**src/rtl/mux_result_skid_buffer_pkg.sv**
```systemverilog
`default_nettype none
// ============================================================================
//  Package    : mux_pipe_pkg
//  Description: Shared types and defaults for the mux result pipeline stage:
//               data width, buffer occupancy states and the buffered beat.
//  Revision   : 1.0 - initial release
// ============================================================================
package mux_pipe_pkg;

    // Width of the Multiplexer21 C output.
    localparam int DEF_DATA_W = 72;

    // Default width of the per-source delivery counters.
    localparam int DEF_CNT_W  = 16;

    // Buffer occupancy: nothing held, main register only, main plus skid.
    typedef enum logic [1:0] {
        EMPTY = 2'd0,
        ONE   = 2'd1,
        FULL  = 2'd2
    } state_t;

    // One buffered beat: the mux result together with the select that made it.
    typedef struct packed {
        logic [DEF_DATA_W-1:0] data;
        logic                  sel;
    } beat_t;

endpackage : mux_pipe_pkg
`default_nettype wire

```
**src/rtl/mux_result_skid_buffer_if.sv**
```systemverilog
`default_nettype none
// ============================================================================
//  Interface  : mux_result_skid_buffer_if
//  Description: Upstream and downstream valid/ready handshake of the mux
//               result skid buffer, plus the synchronous flush request.
//               slave  : the buffer itself.
//               master : the environment driving it.
//  Revision   : 1.0 - initial release
// ============================================================================
interface mux_result_skid_buffer_if #(
    parameter int DATA_W = mux_pipe_pkg::DEF_DATA_W
);

    // Upstream side (mux output into the buffer)
    logic              inValid;
    logic              inReady;
    logic [DATA_W-1:0] inData;
    logic              inSel;

    // Discard everything held in the buffer
    logic              flush;

    // Downstream side (buffer into the next stage)
    logic              outValid;
    logic              outReady;
    logic [DATA_W-1:0] outData;
    logic              outSel;

    modport slave (
        input  inValid,
        input  inData,
        input  inSel,
        input  flush,
        input  outReady,
        output inReady,
        output outValid,
        output outData,
        output outSel
    );

    modport master (
        output inValid,
        output inData,
        output inSel,
        output flush,
        output outReady,
        input  inReady,
        input  outValid,
        input  outData,
        input  outSel
    );

endinterface : mux_result_skid_buffer_if
`default_nettype wire

```
**src/rtl/mux_result_skid_buffer_sat_counter.sv**
```systemverilog
`default_nettype none
// ============================================================================
//  Module     : sat_counter
//  Description: Up-counter that sticks at its all-ones value instead of
//               wrapping. Used for per-source delivery statistics.
//  Revision   : 1.0 - initial release
// ============================================================================
module sat_counter #(
    parameter int CNT_W = 16
) (
    input  wire logic             clock,
    input  wire logic             resetN,
    input  wire logic             inc,
    output logic      [CNT_W-1:0] value
);

    localparam logic [CNT_W-1:0] c_MAX = {CNT_W{1'b1}};
    localparam logic [CNT_W-1:0] c_ONE = {{(CNT_W-1){1'b0}}, 1'b1};

    logic [CNT_W-1:0] r_value;
    logic             w_atMax;

    assign w_atMax = (r_value == c_MAX);
    assign value   = r_value;

    // Count requested events, holding once the maximum is reached.
    always_ff @(posedge clock or negedge resetN) begin
        if (!resetN) begin
            r_value <= '0;
        end else if (inc && !w_atMax) begin
            r_value <= r_value + c_ONE;
        end
    end

endmodule : sat_counter
`default_nettype wire

```
**src/rtl/mux_result_skid_buffer.sv**
```systemverilog
`default_nettype none
// ============================================================================
//  Module     : mux_result_skid_buffer
//  Description: Registered stage after the 72-bit 2:1 operand mux. Holds the
//               mux result with its source tag in a 2-entry skid buffer
//               (main + skid register) so that inReady is a pure function of
//               registered state and throughput stays at one beat per cycle.
//               Two saturating counters tally beats delivered per source.
//  Revision   : 1.0 - initial release
// ============================================================================
module mux_result_skid_buffer
    import mux_pipe_pkg::*;
#(
    parameter int DATA_W = DEF_DATA_W,  // must equal DEF_DATA_W (beat storage width)
    parameter int CNT_W  = DEF_CNT_W
) (
    input  wire logic                   clock,
    input  wire logic                   resetN,
    mux_result_skid_buffer_if.slave     bus,
    output logic      [CNT_W-1:0]       cntA,
    output logic      [CNT_W-1:0]       cntB
);

    // ------------------------------------------------------------------
    //  State and storage
    // ------------------------------------------------------------------
    state_t r_state;
    state_t w_stateNext;

    beat_t  r_main;     // head of the queue, always what downstream sees
    beat_t  r_skid;     // second beat, caught while downstream stalls
    beat_t  w_inBeat;

    logic   w_inReady;
    logic   w_outValid;
    logic   w_inXfer;
    logic   w_outXfer;

    logic   w_loadMainIn;
    logic   w_loadMainSkid;
    logic   w_loadSkid;

    // ------------------------------------------------------------------
    //  Handshake decode - both ready and valid come from r_state only,
    //  so there is no combinational path from outReady to inReady.
    // ------------------------------------------------------------------
    assign w_inReady  = (r_state != FULL);
    assign w_outValid = (r_state != EMPTY);

    assign w_inXfer   = bus.inValid  && w_inReady;
    assign w_outXfer  = w_outValid   && bus.outReady;

    assign w_inBeat   = '{data: bus.inData, sel: bus.inSel};

    assign bus.inReady  = w_inReady;
    assign bus.outValid = w_outValid;
    assign bus.outData  = r_main.data;
    assign bus.outSel   = r_main.sel;

    // ------------------------------------------------------------------
    //  FSM
    // ------------------------------------------------------------------

    // Occupancy register.
    always_ff @(posedge clock or negedge resetN) begin
        if (!resetN) begin
            r_state <= EMPTY;
        end else begin
            r_state <= w_stateNext;
        end
    end

    // Next occupancy and register load strobes from the two transfers; flush wins.
    always_comb begin
        w_stateNext    = r_state;
        w_loadMainIn   = 1'b0;
        w_loadMainSkid = 1'b0;
        w_loadSkid     = 1'b0;

        case (r_state)
            EMPTY: begin
                if (w_inXfer) begin
                    w_stateNext  = ONE;
                    w_loadMainIn = 1'b1;
                end
            end

            ONE: begin
                if (w_inXfer && !w_outXfer) begin
                    // Downstream stalled: park the new beat behind main.
                    w_stateNext = FULL;
                    w_loadSkid  = 1'b1;
                end else if (!w_inXfer && w_outXfer) begin
                    w_stateNext = EMPTY;
                end else if (w_inXfer && w_outXfer) begin
                    // Streaming: main is replaced in the same cycle it drains.
                    w_loadMainIn = 1'b1;
                end
            end

            FULL: begin
                // No input can arrive here because inReady is low.
                if (w_outXfer) begin
                    w_stateNext    = ONE;
                    w_loadMainSkid = 1'b1;
                end
            end

            default: begin
                w_stateNext = EMPTY;
            end
        endcase

        // Flush drops everything held and any beat offered this edge.
        // The main register keeps its last value so outData stays stable.
        if (bus.flush) begin
            w_stateNext    = EMPTY;
            w_loadMainIn   = 1'b0;
            w_loadMainSkid = 1'b0;
            w_loadSkid     = 1'b0;
        end
    end

    // ------------------------------------------------------------------
    //  Datapath registers
    // ------------------------------------------------------------------

    // Main and skid registers; each beat keeps its source tag alongside its data.
    always_ff @(posedge clock or negedge resetN) begin
        if (!resetN) begin
            r_main <= '0;
            r_skid <= '0;
        end else begin
            if (w_loadMainIn) begin
                r_main <= w_inBeat;
            end else if (w_loadMainSkid) begin
                r_main <= r_skid;
            end

            if (w_loadSkid) begin
                r_skid <= w_inBeat;
            end
        end
    end

    // ------------------------------------------------------------------
    //  Per-source delivery counters (count on the out transfer, even on
    //  a flush edge; flush never clears them)
    // ------------------------------------------------------------------
    sat_counter #(
        .CNT_W (CNT_W)
    ) u_cntA (
        .clock  (clock),
        .resetN (resetN),
        .inc    (w_outXfer && !r_main.sel),
        .value  (cntA)
    );

    sat_counter #(
        .CNT_W (CNT_W)
    ) u_cntB (
        .clock  (clock),
        .resetN (resetN),
        .inc    (w_outXfer && r_main.sel),
        .value  (cntB)
    );

endmodule : mux_result_skid_buffer
`default_nettype wire

```
**src/flat_wrapper.sv**
```systemverilog
// flat-port wrapper written by rule: the top's interface ports become plain ports
module mux_result_skid_buffer_flat import mux_pipe_pkg::*;
#(
    parameter int DATA_W = DEF_DATA_W,                                               
    parameter int CNT_W  = DEF_CNT_W
)
  (clock, resetN, cntA, cntB, bus_inValid, bus_inData, bus_inSel, bus_flush, bus_outReady, bus_inReady, bus_outValid, bus_outData, bus_outSel);
  mux_result_skid_buffer_if #(.DATA_W(DATA_W)) bus_i ();
  input  wire logic clock;
  input  wire logic resetN;
  output logic      [CNT_W-1:0] cntA;
  output logic      [CNT_W-1:0] cntB;
  input wire logic [$bits(bus_i.inValid)-1:0] bus_inValid;
  input wire logic [$bits(bus_i.inData)-1:0] bus_inData;
  input wire logic [$bits(bus_i.inSel)-1:0] bus_inSel;
  input wire logic [$bits(bus_i.flush)-1:0] bus_flush;
  input wire logic [$bits(bus_i.outReady)-1:0] bus_outReady;
  output wire logic [$bits(bus_i.inReady)-1:0] bus_inReady;
  output wire logic [$bits(bus_i.outValid)-1:0] bus_outValid;
  output wire logic [$bits(bus_i.outData)-1:0] bus_outData;
  output wire logic [$bits(bus_i.outSel)-1:0] bus_outSel;
  assign bus_i.inValid = bus_inValid;
  assign bus_i.inData = bus_inData;
  assign bus_i.inSel = bus_inSel;
  assign bus_i.flush = bus_flush;
  assign bus_i.outReady = bus_outReady;
  assign bus_inReady = bus_i.inReady;
  assign bus_outValid = bus_i.outValid;
  assign bus_outData = bus_i.outData;
  assign bus_outSel = bus_i.outSel;
  mux_result_skid_buffer #(.DATA_W(DATA_W), .CNT_W(CNT_W)) u_core (.clock(clock), .resetN(resetN), .bus(bus_i), .cntA(cntA), .cntB(cntB));
endmodule
```
**config.mk**
```make
export PLATFORM = sky130hd
export DESIGN_NAME = mux_result_skid_buffer_flat
export DESIGN_NICKNAME = d
export VERILOG_FILES = /design/src/rtl/mux_result_skid_buffer_pkg.sv /design/src/rtl/mux_result_skid_buffer_if.sv /design/src/rtl/mux_result_skid_buffer_sat_counter.sv /design/src/rtl/mux_result_skid_buffer.sv /design/src/flat_wrapper.sv
export SDC_FILE = /design/constraint.sdc
export NUM_CORES = 1
export LEC_CHECK = 0
export ABC_CLOCK_PERIOD_IN_PS = 2300
export BUFFER_PORTS_ARGS = -buffer_cell sky130_fd_sc_hd__buf_4
export CORE_MARGIN = 2
export CORE_UTILIZATION = 50
export CTS_BUF_LIST = sky130_fd_sc_hd__clkbuf_8
export DETAILED_ROUTE_END_ITERATION = 10
export PLACE_DENSITY = 0.75
export SYNTH_ARGS = -nofsm -noshare
export SYNTH_HDL_FRONTEND = slang
export SYNTH_SLANG_ARGS = --single-unit
```
**constraint.sdc**
```tcl
create_clock -name clock -period 2.3 [get_ports clock]
set_input_delay 0.115 -clock clock [delete_from_list [all_inputs] [get_ports clock]]
set_output_delay 0.115 -clock clock [all_outputs]
set_load 0.02 [all_outputs]
```
; Word level (Yosys, flattened, before mapping)
; Index checks and enable logic that the tools add are counted.
[classes]
n_mux = 20
add_sub_neg = 2
reduce_logical = 18
n_eq_ne = 8
[op_table]
columns = op, n
row1 = $mux W73, 2
row2 = $add A16 B1 Y16 const B, 2
row3 = $eq A16 B16 Y1 const B, 2
row4 = $mux W1, 11
row5 = $mux W2, 5
row6 = $logic_and A1 B1 Y1, 9
row7 = $ne A3 B2 Y1 const B, 2
row8 = $pmux W2 S3, 1
row9 = $logic_not A1 Y1, 5
row10 = $ne A4 B2 Y1 const B, 1
row11 = $reduce_bool A2 Y1, 2
row12 = $reduce_and A3 Y1, 1
row13 = $eq A2 B1 Y1 const B, 1
row14 = $eq A2 B2 Y1 const B, 1
row15 = $logic_not A2 Y1, 1
row16 = $ne A2 B2 Y1 const B, 1
row17 = $pmux W1 S2, 1
[totals]
word_cells = 55
regBits = 180
output_inout_bits = 107
input_bits = 78

; Depth between registers and ports, before layout
[logic_depth]
depth_word = 9
depth_mapped = 10
ltp_nobuf = 7

; Hierarchy
; A second synthesis with hierarchy kept.
[unflattened]
cells_unflattened = 555
hier_area_um2 = 7698.6
[modules_own_cells]
columns = module, n_inst, area_each_um2, seq_area_each_um2, cells_per_inst
row1 = mux_result_skid_buffer, 1, 6097.1, 3703.6, 417
row2 = sat_counter, 2, 800.8, 400.4, 69

; Worst setup path after synthesis
; OpenSTA, ideal clock, no wires.
[synth_timing]
kind = register to register
startpoint = register u_core.r_state[0]
endpoint = register u_core.r_main (netlist bit u_core.bus.outData[11])
arrival_ps = 1949
stages_incl_launch_ff = 11
synth_period_minus_slack_ps = 2015
n_path_buf = 3
path_slack_ps = 285
required_ps = 2234
setup_time_ps = 66
path_cell_list = dfrtp_1 -> buf_2 -> nand2b_1 -> and2_1 -> ha_1 -> mux2i_1 -> o21ba_2 -> buf_2 -> buf_2 -> nand2_1 -> nand2_1
[synth_via]
elab_chain_len = 9
word_cells_on_any_way = 23
classes_between = eq/ne: 3 / mux: 10 / reduce/logical: 10
[synth_rtl]
columns = item, line
row1 = start: declaration, mux_result_skid_buffer.sv:27  ; state_t r_state;
row2 = start signal: assignment, mux_result_skid_buffer.sv:69  ; r_state <= w_stateNext;
row3 = $ne A2 B2 Y1 (*), mux_result_skid_buffer.sv:47  ; assign w_inReady = (r_state != FULL);
row4 = named net bus_inReady, flat_wrapper.sv:18  ; output wire logic [$bits(bus_i.inReady)-1:0] bus_inReady;
row5 = $logic_and A1 B1 Y1 (*), mux_result_skid_buffer.sv:50  ; assign w_inXfer = bus.inValid && w_inReady;
row6 = $logic_and A1 B1 Y1 / $logic_not A1 Y1 (equally long branches), "mux_result_skid_buffer.sv:95, mux_result_skid_buffer.sv:93"
row7 = $mux W1 / $logic_and A1 B1 Y1 (equally long branches), "mux_result_skid_buffer.sv:95, mux_result_skid_buffer.sv:93"
row8 = $mux W1, mux_result_skid_buffer.sv:93  ; end else if (!w_inXfer && w_outXfer) begin
row9 = $mux W1, mux_result_skid_buffer.sv:89  ; if (w_inXfer && !w_outXfer) begin
row10 = $pmux W1 S2 (*), mux_result_skid_buffer.sv:80  ; case (r_state)
row11 = $mux W1 (*), mux_result_skid_buffer.sv:116  ; if (bus.flush) begin
row12 = $mux W73 / $reduce_bool A2 Y1 (equally long branches), -
row13 = end signal: assignment, mux_result_skid_buffer.sv:135  ; r_main <= w_inBeat;
row14 = end signal: assignment, mux_result_skid_buffer.sv:137  ; r_main <= r_skid;
row15 = end: declaration, mux_result_skid_buffer.sv:30  ; beat_t r_main;
; Mark *: on every way through the listed nets, which the timed path passes. The rest lies on a longest branch.
; A chain may end at the register's enable or synchronous reset.

; Final worst setup path
[layout_timing]
startpoint = register u_core.r_state[0]
endpoint = register u_core.r_main (netlist bit u_core.bus.outData[39])
[layout_via]
elab_chain_len = 9
word_cells_on_any_way = 23
classes_between = eq/ne: 3 / mux: 10 / reduce/logical: 10
[layout_rtl]
columns = item, line
row1 = $ne A2 B2 Y1 / $reduce_bool A2 Y1 (equally long branches), "mux_result_skid_buffer.sv:47, mux_result_skid_buffer.sv:48"
row2 = "$logic_and A1 B1 Y1, on equally long branches", "mux_result_skid_buffer.sv:50, mux_result_skid_buffer.sv:51"
row3 = $logic_and A1 B1 Y1 / $logic_not A1 Y1 (equally long branches), "mux_result_skid_buffer.sv:95, mux_result_skid_buffer.sv:93"
row4 = $mux W1 / $logic_and A1 B1 Y1 (equally long branches), "mux_result_skid_buffer.sv:95, mux_result_skid_buffer.sv:93"
row5 = $mux W1, mux_result_skid_buffer.sv:93
row6 = $mux W1, mux_result_skid_buffer.sv:89
row7 = $pmux W1 S2, mux_result_skid_buffer.sv:80
row8 = $mux W1, mux_result_skid_buffer.sv:116
row9 = $mux W73 / $reduce_bool A2 Y1 (equally long branches), -
; Parallel ways exist; a longest one is shown, timed or not.

==> results.md <==
- Crit end category: flip-flop
- Syn. warnings: 0
- Clock latency on the worst-skew pair: 450 ps
- Syn Inst Count: 641
- Top cells by area, synth: dfrtp_1, mux2_2, nand2_1, a22oi_1, xor2_1
- Core box area: 0.01503 mm2
- Worst min path class: input pin to flip-flop
- Fin crit share: 95.81%
- CP peak stage delay: 500 ps
- IO buf count: 184
- Fraction of layout cells with a size suffix above 1: 34.07%
- Die extent in x: 127.4 um
- Setup Buffers After CTS: 0
- Max cap viols: 0
- Main combinational cell family by area after synthesis: simple AND/OR/NAND/NOR gates
- Final worst setup slack: 96.38 ps
- Area leader, netlist: dfrtp_1
- Clock sink count: 180
- Vias: 5,880
- Critical Path Slowest Stage Cell: dfrtp_1
- Status: finished, final reports clean
- Primary FF master, synth: dfrtp_1
- Worst-path clk slew: 80 ps
- DRT iter0 DRCs: 332
- Pre-CTS WS: 154.9 ps
- R2R depth: 8
- Initial Util: 50.68%
- Antenna diode count: 0
- Avg Cell Area, Syn: 11.89 um2
- GRT Total Usage: 23.27%
- CP Depth: 8
- Synth Area in Compound Gates: 8.064%
- Flops & latches, synth: 180
- Number of flops mapped to enable cells by yosys: 0
- Ports: 185
- DR DRC count: 0
- Synth Area in Simple Gates: 14.76%
- 1st-pass router iterations: 4
- Post-route minimum period: 2204 ps
- Detailed-route wire length per cell: 16.65 um
- Post-synthesis cell type count: 45
- Peak supply drop: 491.8 uV
- Via density: 5.385
- Maximum buffer depth of the clock tree: 2
- First-pass GRT wire length: 30,210 um
- Final Hold Fails: 0
- CTS Buf Count: 17
- ANT nets after route: 0
- Worst-margin pin slew: 603.0 ps
- Adder-Cell Fraction of Synth Area: 0.6569%
- Post-DP Area: 0.009225 mm2
- Cells along the critical path: nand2b_1 > and2_1 > ha_1 > mux2i_2 > nor2_4 > buf_12 > a22oi_1 > nand2_1
- Largest net degree at the start of global routing: 74
- Nets@finish: 977
- Arr. time, crit path: 2540 ps
- Multiplexer area fraction after synthesis: 11.99%
- Max FO, Critical Path: 73
- Worst Skew: 8.802 ps
- Number of global-route vias before repair: 6,124
- Routed WL: 18,180 um
- Antenna violations before repair: 0
- Max_slew headroom: 59.80%
- Hpwl dp: 11,620 um
- Rows: 45
- Share of the synthesized area in the top cell type: 59.12%
- Die area: 0.01624 mm2
- Max Clk Rate: 453.8 MHz
- Startpoint Class: flip-flop
- Mapped Area: 0.007619 mm2
- RSZ-0062 raised after global routing: no
- Critical path's top delay family: simple AND/OR/NAND/NOR gates
- Final setup fails: 0
- RePlAce Congestion: 0.8616
- Asr flop ratio synth: 100.0%
- Clk root buf: clkbuf_8
- Kind of critical path: flip-flop to flip-flop
- Pins Over Slew Limit: 0
- Post-Synth XOR/XNOR Area: 2.874%
- Worst EP required: 2630 ps
- Hold Path Stages: 5
- CTS tree: done
- Post-route cell area: 0.01035 mm2
- Die height: 127.4 um
- LEAKAGE: 5.096 nW
- Grt ovf: 0
- Total Neg Setup Slack: 0 ps
- H-tree depth: 4
- Syn nets: 723
- Area grow syn2layout: 35.90%
- Pwr dens: 835.2 mW/mm2
- Register area share after synthesis: 59.12%
- WP buf/inv: 1
[worst reg2reg max path, cell delays in order, from the launching register on]
cell	delay (ps)
dfrtp_1	500
nand2b_1	240
and2_1	210
ha_1	210
mux2i_2	240
nor2_4	60
buf_12	180
a22oi_1	370
nand2_1	90
[path summary, 6_finish.rpt]
kind	startpoint	to	slack [ps]
hold reg to reg	u_core.bus.outData[25]$_DFFE_PN0P_	u_core.bus.outData[25]$_DFFE_PN0P_	480
setup / recovery	u_core.r_state[0]$_DFFE_PN0P_	u_core.bus.outData[39]$_DFFE_PN0P_	100
hold / removal	bus_inValid	u_core.r_state[0]$_DFFE_PN0P_	90
max in group asynchronous	resetN	u_core.r_skid[25]$_DFFE_PN0P_	1340
setup reg to reg	u_core.r_state[0]$_DFFE_PN0P_	u_core.bus.outData[39]$_DFFE_PN0P_	100
min in group asynchronous	resetN	u_core.u_cntA.value[14]$_DFFE_PN0P_	210
[registers in the layout, indices dropped and copies added, names as in the netlist]
signal and count:
u_core.u_cntA.value 16, u_core.r_skid 73, u_core.r_state 2, u_core.bus.outSel 1
u_core.u_cntB.value 16, u_core.bus.outData 72
[layout make-up]
| class | instances | area [um2] |
|---|---|---|
| inverter | 3 | 11.26 |
| multi-input combinational | 424 | 2938 |
| tap | 188 | 235.2 |
| clock inverter | 8 | 88.84 |
| sequential | 180 | 4504 |
| timing repair buffer | 269 | 2301 |
| fill | 1096 | 4679 |
| clock buffer | 20 | 275.3 |
[placed cells by master (no fill, tap or decap), types with 3 or more instances in the layout]
master         netlist  routed
ha_1                 4       4
inv_1                3       6
and4_1               5       5
nor3b_1              3       3
and2_1               3       3
nand2_1            158     158
mux2_2              72      72
nor2_1               9       8
clkbuf_8             0      20
dlygate4sd3_1        0      76
and3_1               6       6
nand4_1             10      10
nand3_1              8       8
nor4_1               4       4
buf_4                8     185
xnor2_1              8       8
buf_12               0       7
dfrtp_1            180     180
mux2_1               6       6
xor2_1              17      17
nor3_1               8       8
a22oi_1             73      73
[kinds of logic (layout without fill, tap and decap cells)]
kind of cell    after synthesis  after routing
flops                       180            180
buf+inv                      37            300
xor+xnor                     25             25
fa+ha+maj                     4              4
simple gates                232            232
compound gates               82             82
mux                          81             81
[repair_timing]
action	CTS	global route
gates resized for setup	0	1
hold buffers	76	0
hold endpoints to repair	206	0
endpoints found under the setup margin	0	2
[Yosys cell counts (2+ instances only)]
library cell	instances
nor2_1	9
a21oi_1	2
clkbuf_1	4
mux2_1	6
nor4_1	4
mux2_2	72
nor4_2	2
buf_1	3
and4bb_2	2
nand2_1	158
and2_1	3
nor3_1	8
nand3_1	8
and3_1	6
xnor2_1	8
buf_2	19
or2_1	2
buf_4	8
ha_1	4
nand2b_1	2
nor2_2	2
inv_1	3
mux2i_1	2
xor2_1	17
dfrtp_1	180
and4_1	5
nor3b_1	3
nand4_1	10
a22oi_1	73
[metal layers]
metal | wire length, um | track usage, %
met5 | 0 | 0
met2 | 8837 | 37.65
met4 | 431 | 9.696
met3 | 889 | 4.774
met1 | 8026 | 30.86
[metrics by stage]
step / total power, mW / instances / utilization [%] / hold slack, ps
final: 8.648 / 1092 / 68.87 / 85.30
after global placement: 6.440 / 988 / 61.37 / 141.3
after floorplan: 5.545 / 641 / - / -180.6
after CTS: 8.719 / 1092 / 68.85 / 42.94
after global routing: 9.130 / 1092 / 68.87 / 96.19
after detailed placement: 6.563 / 988 / 61.37 / 141.3
[power breakdown]
part           switching, mW  leakage [nW]  internal (mW)
sequential             0.494          2.24           3.91
combinational           1.08          2.66           1.11
clock                   1.04         0.196           1.01
(Power assumes the default switching activity.)
